**src/rtl/prbs_grant_scheduler.sv**
```systemverilog
// prbs_grant_scheduler
// Shares one 5-bit maximal-length LFSR (x^5+x^3+1) between NREQ requesters.
// Round-robin arbitration hands the current LFSR word to the winner and
// advances the LFSR. An IDLE/LOAD/RUN FSM sequences seeding, and a pulse
// marks every grant that completes a full 31-step period.

module prbs_grant_scheduler #(
  parameter int NREQ = 4,
  parameter logic [4:0] SEED = 5'b10000
) (
  input  logic            clk,
  input  logic            rst,
  input  logic            en,
  input  logic            seed_load,
  input  logic [4:0]      seed,
  input  logic [NREQ-1:0] req,
  output logic [NREQ-1:0] gnt,
  output logic [4:0]      rnd_out,
  output logic            rnd_valid,
  output logic            period_pulse,
  output logic [1:0]      state_o
);

  localparam int PW = (NREQ > 1) ? $clog2(NREQ) : 1;

  typedef enum logic [1:0] {
    IDLE = 2'd0,
    LOAD = 2'd1,
    RUN  = 2'd2
  } state_t;

  state_t          state;
  state_t          state_next;
  logic [4:0]      lfsr;
  logic [4:0]      lfsr_next;
  logic [PW-1:0]   ptr;
  logic [PW-1:0]   ptr_next;
  logic [PW-1:0]   winner;
  logic [4:0]      step_cnt;
  logic [NREQ-1:0] eff_req;
  logic            found;
  logic            grant_fire;
  int              idx;
  int              nxt;

  assign state_o = state;

  // A requester that is being granted right now cannot win again on this edge,
  // so it has time to drop its request after seeing gnt.
  assign eff_req   = req & ~gnt;
  assign lfsr_next = {lfsr[3:0], lfsr[4] ^ lfsr[2]};

  // A grant happens only in steady RUN with no seed load pending.
  assign grant_fire = (state == RUN) && en && !seed_load && (eff_req != '0);

  // State register.
  always_ff @(posedge clk or posedge rst) begin
    if (rst) begin
      state <= IDLE;
    end else begin
      state <= state_next;
    end
  end

  // Next-state logic; a seed load overrides everything else.
  always_comb begin
    state_next = state;
    if (seed_load) begin
      state_next = LOAD;
    end else begin
      case (state)
        IDLE:    if (en) state_next = RUN;
        LOAD:    state_next = en ? RUN : IDLE;
        RUN:     if (!en) state_next = IDLE;
        default: state_next = IDLE;
      endcase
    end
  end

  // Round-robin search starting at ptr, plus the pointer value after the win.
  always_comb begin
    found    = 1'b0;
    winner   = '0;
    idx      = 0;
    nxt      = 0;
    ptr_next = ptr;
    for (int i = 0; i < NREQ; i++) begin
      idx = int'(ptr) + i;
      if (idx >= NREQ) idx = idx - NREQ;
      if (!found && eff_req[idx[PW-1:0]]) begin
        found  = 1'b1;
        winner = idx[PW-1:0];
      end
    end
    nxt = int'(winner) + 1;
    if (nxt >= NREQ) nxt = 0;
    ptr_next = nxt[PW-1:0];
  end

  // Datapath: seeding, grant issue, LFSR advance and period counting.
  always_ff @(posedge clk or posedge rst) begin
    if (rst) begin
      lfsr         <= SEED;
      ptr          <= '0;
      step_cnt     <= '0;
      gnt          <= '0;
      rnd_out      <= '0;
      rnd_valid    <= 1'b0;
      period_pulse <= 1'b0;
    end else begin
      gnt          <= '0;
      rnd_valid    <= 1'b0;
      period_pulse <= 1'b0;
      if (seed_load) begin
        lfsr     <= (seed == 5'd0) ? SEED : seed;
        step_cnt <= '0;
      end else if (grant_fire) begin
        gnt          <= {{(NREQ-1){1'b0}}, 1'b1} << winner;
        rnd_out      <= lfsr;
        rnd_valid    <= 1'b1;
        lfsr         <= lfsr_next;
        ptr          <= ptr_next;
        step_cnt     <= (step_cnt == 5'd30) ? 5'd0 : step_cnt + 5'd1;
        period_pulse <= (step_cnt == 5'd30);
      end
    end
  end

endmodule

```
**config.mk**
```make
export PLATFORM = sky130hd
export DESIGN_NAME = prbs_grant_scheduler
export DESIGN_NICKNAME = d
export VERILOG_FILES = /design/src/rtl/prbs_grant_scheduler.sv
export SDC_FILE = /design/constraint.sdc
export NUM_CORES = 1
export LEC_CHECK = 0
export BUFFER_PORTS_ARGS = -buffer_cell sky130_fd_sc_hd__buf_2
export CAP_MARGIN = 20
export CORE_UTILIZATION = 30
export DETAILED_ROUTE_END_ITERATION = 8
export PLACE_DENSITY_LB_ADDON = 0.3
export SYNTH_ARGS = -nofsm -noshare
export SYNTH_HDL_FRONTEND = slang
export SYNTH_SLANG_ARGS = --single-unit
```
**constraint.sdc**
```tcl
create_clock -name clk -period 1.8 [get_ports clk]
set_input_delay 0.27 -clock clk [delete_from_list [all_inputs] [get_ports clk]]
set_output_delay 0.27 -clock clk [all_outputs]
set_load 0.03 [all_outputs]
```
## Word-level counts from Yosys, hierarchy flattened

Cells that the tools add are included.

| storage, ports and cells | value |
|---|---|
| input bits | 13 |
| logic and storage cells | 89 |
| memory bits (writable) | 0 |
| latch bits | 0 |
| memories | 0 |
| bits in registers | 25 |
| bits in read-only memories | 0 |
| output and inout bits | 13 |

| cells by class | value |
|---|---|
| reductions and logical operators | 16 |
| multiply operators | 0 |
| mux-type cells | 37 |
| bitwise gates (word level) | 4 |
| add/sub/neg operators | 9 |
| shift-type cells | 1 |
| div/mod/pow operators | 0 |
| magnitude comparators | 9 |
| equality and inequality tests | 5 |

Operators by type and width:

| kind | count |
|---|---|
| 5-bit two-way mux | 6 |
| 2-bit two-way mux | 13 |
| 3-bit greater-or-equal comparator, second input constant | 4 |
| 2-bit by 3-bit less-than comparator with 1-bit output, second input constant | 4 |
| 1-bit two-way mux | 11 |
| 1-bit binary-select mux with 2-bit select | 4 |
| 4-bit two-way mux | 2 |
| 2-bit by 1-bit subtractor with 2-bit output, second input constant | 4 |
| 2-bit by 1-bit adder with 3-bit output, second input constant | 2 |
| 2-bit by 2-bit adder with 3-bit output, second input constant | 2 |
| 1-bit logical AND | 6 |
| 3-bit != test, second input constant | 2 |
| 2-bit case mux with 3 select lines | 1 |
| 5-bit by 1-bit adder with 5-bit output, second input constant | 1 |
| 5-bit equality test, second input constant | 1 |
| 5-bit zero test | 1 |
| 4-bit bitwise AND | 1 |
| 1-bit zero test | 4 |
| 4-bit inverter | 1 |
| 2-bit AND reduction | 2 |
| 4-bit nonzero test | 1 |
| 1-bit by 2-bit left shift with 4-bit output, first input constant | 1 |
| 2-bit by 3-bit greater-or-equal comparator with 1-bit output, second input constant | 1 |
| 2-bit by 1-bit equality test with 1-bit output, second input constant | 1 |
| other kinds (5) | 5 |

## Logic depth before layout (Yosys ltp)

Gate-level depths: netlist (run 1).

| depth | value |
|---|---|
| depth in word-level cells | 17 |
| mapped depth | 7 |

## Worst setup path after synthesis (run 1)

No wires, ideal clock.

| timing path | value |
|---|---|
| path type | flip-flop to flip-flop |
| start point | reg gnt[3] |
| end point | reg lfsr[3] |
| period minus slack after synthesis | 1776 ps |
| stages on the path, launching flop included | 6 |
| slack | 24 ps |
| data arrival time | 1650 ps |
| data required time | 1674 ps |
| buffers on the path | 0 |
| setup time | 126 ps |
| cells stage by stage | dfrtp_1 nor2b_4 o41ai_4 inv_2 and2_1 a221o_1 |

| between the ends | value |
|---|---|
| cells in the longest elaborated chain, start to end | 5 |

RTL lines:

| element | line | source |
|---|---|---|
| start: declaration | 17 | `output logic [NREQ-1:0] gnt,` |
| start signal: assignment | 118 | `gnt <= {{(NREQ-1){1'b0}}, 1'b1} << winner;` |
| 4-bit inverter | 50 | `assign eff_req = req & ~gnt;` |
| 4-bit bitwise AND | 50 |  |
| 4-bit nonzero test | 54 | `assign grant_fire = (state == RUN) && en && !seed_load && (eff_req != '0);` |
| 1-bit logical AND | 54 |  |
| 2-bit nonzero test (no line) | -- |  |
| end signal: assignment | 115 | `lfsr <= (seed == 5'd0) ? SEED : seed;` |
| end signal: assignment | 121 | `lfsr <= lfsr_next;` |
| end: declaration | 34 | `logic [4:0] lfsr;` |

Every way passes these cells.
A chain may end at the register's enable or synchronous reset.

==> metrics.md, run 1 <==
| Metric | Value |
|---|---|
| WS Path Type | `reg -> reg` |
| Failing checks | `hold timing` |
| Antenna Cells | `0` |
| 1st-iter DRT viols | `22` |
| Total grt overflow | `0` |
| Fin. Hold Viols | `10` |
| First-pass GRT wire length | `4040 um` |
| Unique masters post-synth | `30` |
| Final period util | `around nine tenths` |
| Unrepaired setup endpoints after global routing | `no` |
| Top post-synthesis cells by area | `dfrtp_1 (50%), ha_1 (6.2%), and2_1 (3.6%), nand2_1 (3.4%), a21oi_1 (3.3%)` |
| Setup Skew | `0.00292 ns` |
| Hold-fix buffers, CTS | `0` |
| TritonCTS buffer count | `3` |
| GR Util All Layers | `12.8%` |
| Flops & latches, synth | `25` |
| CTS tree | `done` |
| CP Capture Type | `register` |
| Die H | `about 65 um` |
| Final WL | `2370 um` |
| Crit path time final | `1.59 ns` |
| Avg Inst Size Synth | `10.7 um^2` |
| Worst-Margin Slew | `0.438 ns` |
| Final setup violation count | `0` |
| Vias in the first global route | `870` |
| VDD IR max | `0.482 mV` |
| Slew Limit Headroom | `70.8%` |
| CTS H-Tree Depth | `1` |
| Rows | `22` |
| Post-route DRC | `0` |
| Place WS | `0.148 ns` |
| Area grow syn2layout | `20.5%` |
| Post-synth EDFFs | `0` |
| DR pass1 iterations | `4` |
| GP Congestion | `0.800` |
| Syn Nets | `131` |
| Vias per inst | `4.86` |
| Synth warn | `0` |
| Wire length per cell | `12.5 um` |
| Cells after Synth | `112` |
| Ys flop type | `dfrtp_1` |
| Asr flop ratio synth | `100%` |
| CTS root buf | `clkbuf_8` |
| CTS max path bufs | `2` |
| Power density over cell area | `878 nW/um^2` |
| Crit path DAT | `1.75 ns` |
| Most frequent cell after synthesis | `dfrtp_1` |
| Post-DP HPWL | `roughly 1800 um` |
| Register area share after synthesis | `52.1%` |
| WP data required | `just under 2 ns` |
| Clock sink count | `25` |
| Slew Limit Fails | `0` |
| Post-DRT Antenna Nets | `0` |
| Final Cell Area | `1450 um^2` |
| Startpoint types | `register` |
| Synthesized cell area | `1200 um^2` |
| Dominant cell type by area after synthesis | `dfrtp_1` |
| Initial antenna violation count | `0` |
| Largest fanout on the critical path | `3` |
| IO Pins | `26` |
| Maximum clock frequency | `0.629 GHz` |
| Pin count of the biggest net entering global routing | `16` |
| Clk Latency, worst-skew pair | `0.27 ns` |
| Detailed-route via count | `918` |
| Nets@finish | `161` |
| Max-Cap Viols | `0` |
| Clock slew at reported path FFs | `around 0.08 ns` |
| Ratio of cells with drive above 1 in the final layout | `27.7%` |
| Leak | `around 0.73 nW` |
| Starting Density | `32.2%` |
| CORE AREA | `roughly 3700 um^2` |
| Worst Slack Setup Final | `0.210 ns` |
| PortBufs | `25` |
| Die W | `65.3 um` |
| Hold/Removal Path Class | `in -> async` |
| Yosys top cell area share | `49.9%` |
| Cell Area, Placed | `1400 um^2` |
| Fillcell total | `around 400` |
| Post-synth top cells | `dfrtp_1 (24), nand2_1 (11), a21oi_1 (8), nor2_1 (8), and2_1 (7)` |
| Die ar. | `4270 um^2` |
| Postcts setup bufs | `0` |
| Status | `finished with violations` |
| Setup TNS | `0 ns` |
| Hold Slack | `-0.0153 ns` |
[cell families (layout without fill, tap and decap cells)]
| logic type | after synthesis | count (layout) | synth area share, % |
|---|---|---|---|
| compound gates | 27 | 27 | 17.5 |
| xor+xnor | 1 | 1 | 0.728 |
| fa+ha+maj | 6 | 6 | 6.24 |
| buf+inv | 9 | 38 | 3.01 |
| flops | 25 | 25 | 52.1 |
| simple gates | 44 | 44 | 20.5 |
[per-layer routing]
layer,up-vias,routed length (um),track usage (%)
met2,27,1060,20.9
met1,435,1130,15.9
li1,452,-,-
met3,4,148,4.17
met4,0,25,4.08
met5,-,0,0
[stage by stage]
step	power [mW]	util [%]	hold slack [ns]	instances
2_1_floorplan	0.865	-	0.297	112
3_3_place_gp	0.944	37.4	0.283	185
3_5_place_dp	0.957	37.4	0.297	185
4_1_cts	1.28	38.6	0.00189	189
5_1_grt	1.35	38.7	0.0398	189
6_report	1.27	38.7	-0.0153	189
[cell usage in the layout (no fill, tap or decap)]
cell type,instances
a311oi_1,1
dfrtp_1,24
a21o_1,4
o22ai_1,1
a21oi_2,1
clkbuf_1,1
o41ai_4,1
o221ai_1,2
inv_2,1
nor2_1,8
buf_2,25
buf_4,4
ha_1,6
o32ai_1,1
nor2b_1,2
nand3_1,4
nor4_1,1
dfstp_2,1
inv_1,4
and2_1,7
o22a_1,1
nand2_1,11
nand3b_1,2
a221o_1,4
o21ai_0,3
and4bb_2,1
nand4_1,1
a21oi_1,7
nand2b_1,5
xnor2_1,1
nor2b_4,2
o31ai_1,1
clkbuf_8,3
[state kept, by name, summed over array words and instances, names as in the netlist]
register      cells
period_pulse      1
rnd_out           5
lfsr              5
state_o           2
rnd_valid         1
ptr               2
gnt               4
step_cnt          5
[layout make-up]
| type | count | area, um^2 | area share (%) |
|---|---|---|---|
| Inverter | 5 | 18.8 | 1.29 |
| Sequential cell | 25 | 627 | 43.2 |
| Timing Repair Buffer | 29 | 155 | 10.7 |
| Tap cell | 48 | 60.1 | 4.14 |
| Multi-Input combinational cell | 78 | 544 | 37.5 |
| Clock buffer | 4 | 45.0 | 3.11 |
[worst paths after layout]
path                                             start                      end  slack (ns)  depth (start not counted)
worst max register to register        gnt[0]$_DFF_PP0_       ptr[1]$_DFFE_PP0P_        0.21                          7
worst min-delay path                               rst      rnd_valid$_DFF_PP0_       -0.02                          2
max in group asynchronous                          rst  step_cnt[1]$_DFFE_PP0P_        1.26                          3
min in group clk                                    en   state_o[1]$_DFFE_PP0P_        0.24                          3
worst min register to register  state_o[1]$_DFFE_PP0P_   state_o[1]$_DFFE_PP0P_        0.46                          1
worst max-delay path                  gnt[0]$_DFF_PP0_       ptr[1]$_DFFE_PP0P_        0.21                          7
[what timing repair did]
action                     CTS  global route
hold endpoints to repair     0             0
setup endpoints to repair    0             1
gates resized for setup      0             1
[power breakdown]
part / switching (mW) / internal (mW)
clock: 0.169 / 0.158
sequential: 0.0450 / 0.620
combinational: 0.172 / 0.109
total: 0.387 / 0.887
[critical path, stage by stage, from the launching register on]
cell     delay [ns]
dfrtp_1        0.40
nor2b_1        0.24
a21o_1         0.15
a21oi_1        0.07
o22a_1         0.22
ha_1           0.27
nand2_1        0.05
o21ai_0        0.07
(Power assumes the default switching activity.)
==> inputs of run 2 (changes only) <==
Clock period 1.8 ns to 1.5 ns, I/O delays scaled along.
==> metrics.md, run 2 (synthesized netlist as in run 1, its figures left out) <==
| Metric | Value |
|---|---|
| Status | `finished with violations` |
| Failing checks | `hold timing, setup timing` |
| Fin. Hold Viols | `24 (+14)` |
| Hold/Removal Path Class | `in -> async` |
| Final WL | `2630 um (+11%)` |
| Hold Slack | `-0.0115 ns (+0.00380 ns)` |
| CTS max path bufs | `2 (unchanged)` |
| CP Capture Type | `register` |
| Power density over cell area | `988 nW/um^2 (+12%)` |
| Die W | `65.3 um (unchanged)` |
| CTS root buf | `clkbuf_8` |
| VDD IR max | `0.403 mV (-16%)` |
| Wire length per cell | `13.3 um (+6.6%)` |
| WS Path Type | `reg -> reg` |
| WP data required | `1.65 ns (-0.31 ns)` |
| Starting Density | `32.2% (unchanged)` |
| Initial antenna violation count | `0 (unchanged)` |
| Nets@finish | `169 (+5.0%)` |
| GP Congestion | `0.757 (-5.4%)` |
| Final Cell Area | `1620 um^2 (+12%)` |
| Hold-fix buffers, CTS | `0 (unchanged)` |
| Crit path DAT | `1.68 ns (-0.07 ns)` |
| Final setup violation count | `6 (+6)` |
| Setup TNS | `-0.0934 ns (-0.0934 ns)` |
| Worst r2r path cells | `5 (-2)` |
| Die H | `65.3 um (unchanged)` |
| Final period util | `102% (+14 points)` |
| DR pass1 iterations | `4 (unchanged)` |
| Die ar. | `4270 um^2 (unchanged)` |
| TritonCTS buffer count | `3 (unchanged)` |
| Fillcell total | `392 (-1.5%)` |
| 1st-iter DRT viols | `21 (-4.5%)` |
| Maximum clock frequency | `0.654 GHz (+4.0%)` |
| Most frequent cells in the layout | `buf_2 (25), dfrtp_1 (19), nand2_1 (11)` |
| Detailed-route via count | `981 (+6.9%)` |
| Post-DRT Antenna Nets | `0 (unchanged)` |
| Total grt overflow | `0 (unchanged)` |
| GR Util All Layers | `13.4% (+0.57 points)` |
| CTS tree | `done` |
| RR Endpoint | `lfsr[3]$_DFFE_PP0P_` |
| Max-Cap Viols | `0 (unchanged)` |
| Crit path time final | `1.53 ns (-0.0615 ns)` |
| IO Pins | `26 (unchanged)` |
| Clock sink count | `25 (unchanged)` |
| Worst-Margin Slew | `0.339 ns (-0.0996 ns)` |
| CORE AREA | `3740 um^2 (unchanged)` |
| Clock slew at reported path FFs | `0.08 ns (about the same)` |
| Worst reg2reg path startpoint | `gnt[2]$_DFF_PP0_` |
| Leak | `0.795 nW (+8.2%)` |
| Cell Area, Placed | `1470 um^2 (+4.7%)` |
| Post-route DRC | `0 (unchanged)` |
| Antenna Cells | `0 (unchanged)` |
| Vias in the first global route | `986 (+13%)` |
| Rows | `22 (unchanged)` |
| Slew Limit Headroom | `77.4% (+6.6 points)` |
| Worst Slack Setup Final | `-0.0284 ns (-0.238 ns)` |
| Commonest non-fill, non-tap cell in the layout | `buf_2` |
| Slew Limit Fails | `0 (unchanged)` |
| First-pass GRT wire length | `4330 um (+7.4%)` |
| Vias per inst | `4.98 (+2.5%)` |
| Largest registers | `lfsr x5, rnd_out x5, step_cnt x5` |
| Setup slack, reg-to-reg | `-0.03 ns (-0.24 ns)` |
| Startpoint types | `register` |
| Unrepaired setup endpoints after global routing | `yes` |
| Post-DP HPWL | `1830 um (+2.2%)` |
| PortBufs | `25 (unchanged)` |
| Pin count of the biggest net entering global routing | `26 (+10)` |
| Clk Latency, worst-skew pair | `0.27 ns (about the same)` |
| Area grow syn2layout | `34.9%` |
| Setup Skew | `0.00172 ns (-0.00120 ns)` |
| Largest fanout on the critical path | `6 (+3)` |
| Ratio of cells with drive above 1 in the final layout | `46.3% (+19 points)` |
| CTS H-Tree Depth | `1 (unchanged)` |
run 2: cell types whose count changed in the layout (fill, tap and decap cells not counted), sizes merged:
cell  previous run  this run
buf             29        37
run 2: worst max-delay path by stage:
stage / end / depth (start not counted) / slack (ns) / startpoint
3_5_place_dp: gnt[0]$_DFF_PP0_ / 6 / -0.06 / gnt[1]$_DFF_PP0_
2_1_floorplan: lfsr[1]$_DFFE_PP0P_ / 5 / -0.15 / gnt[2]$_DFF_PP0_
6_report: lfsr[3]$_DFFE_PP0P_ / 5 / -0.03 / gnt[2]$_DFF_PP0_
5_1_grt: ptr[1]$_DFFE_PP0P_ / 7 / -0.10 / gnt[1]$_DFF_PP0_
4_1_cts: gnt[2]$_DFF_PP0_ / 7 / -0.05 / gnt[1]$_DFF_PP0_
3_3_place_gp: lfsr[0]$_DFFE_PP0P_ / 6 / -0.04 / req[2]
run 2: routing by layer:
metal  global-route usage (%)  part of all wire (%)
met1                     17.3                    47
met2                     21.0                    47
met3                     2.26                   3.6
met4                     7.34                   1.9
met5                        0                     0
run 2: area by class of cell:
class | count | area, um^2 | area share [%]
clock buffer | 4 | 45.0 | 2.77
inverter | 5 | 18.8 | 1.16
multi-input combinational | 78 | 624 | 38.4
sequential | 25 | 633 | 39.0
tap | 48 | 60.1 | 3.70
timing repair buffer | 37 | 243 | 14.9
run 2: timing repair:
action	4_1_cts	5_1_grt
buffers inserted	4	0
pin swaps	7	6
gates cloned	0	0
endpoints found under the setup margin	6	13
gates resized for setup	6	14
run 2: critical path: stages, from the launching register on:
cell     delay [ns]
dfrtp_2        0.38
nor2b_2        0.05
o41ai_4        0.42
inv_2          0.14
and2_4         0.17
a221o_1        0.26
run 2: report_power, final:
| group | leakage [nW] | total, mW | internal, mW | switching, mW |
|---|---|---|---|---|
| registers | 0.319 | 0.800 | 0.744 | 0.0563 |
| clock network | 0.0228 | 0.396 | 0.190 | 0.206 |
| logic | 0.454 | 0.408 | 0.175 | 0.233 |
run 2: metrics by stage:
stage	setup WS (ns)	utilization, %	std cells	power [mW]
final	-0.0284	43.4	197	1.60
after global placement	-0.0384	39.2	189	1.16
after global routing	-0.100	43.4	197	1.70
after floorplan	-0.146	-	112	1.04
after CTS	-0.0535	41.7	197	1.60
after detailed placement	-0.0621	39.2	189	1.17
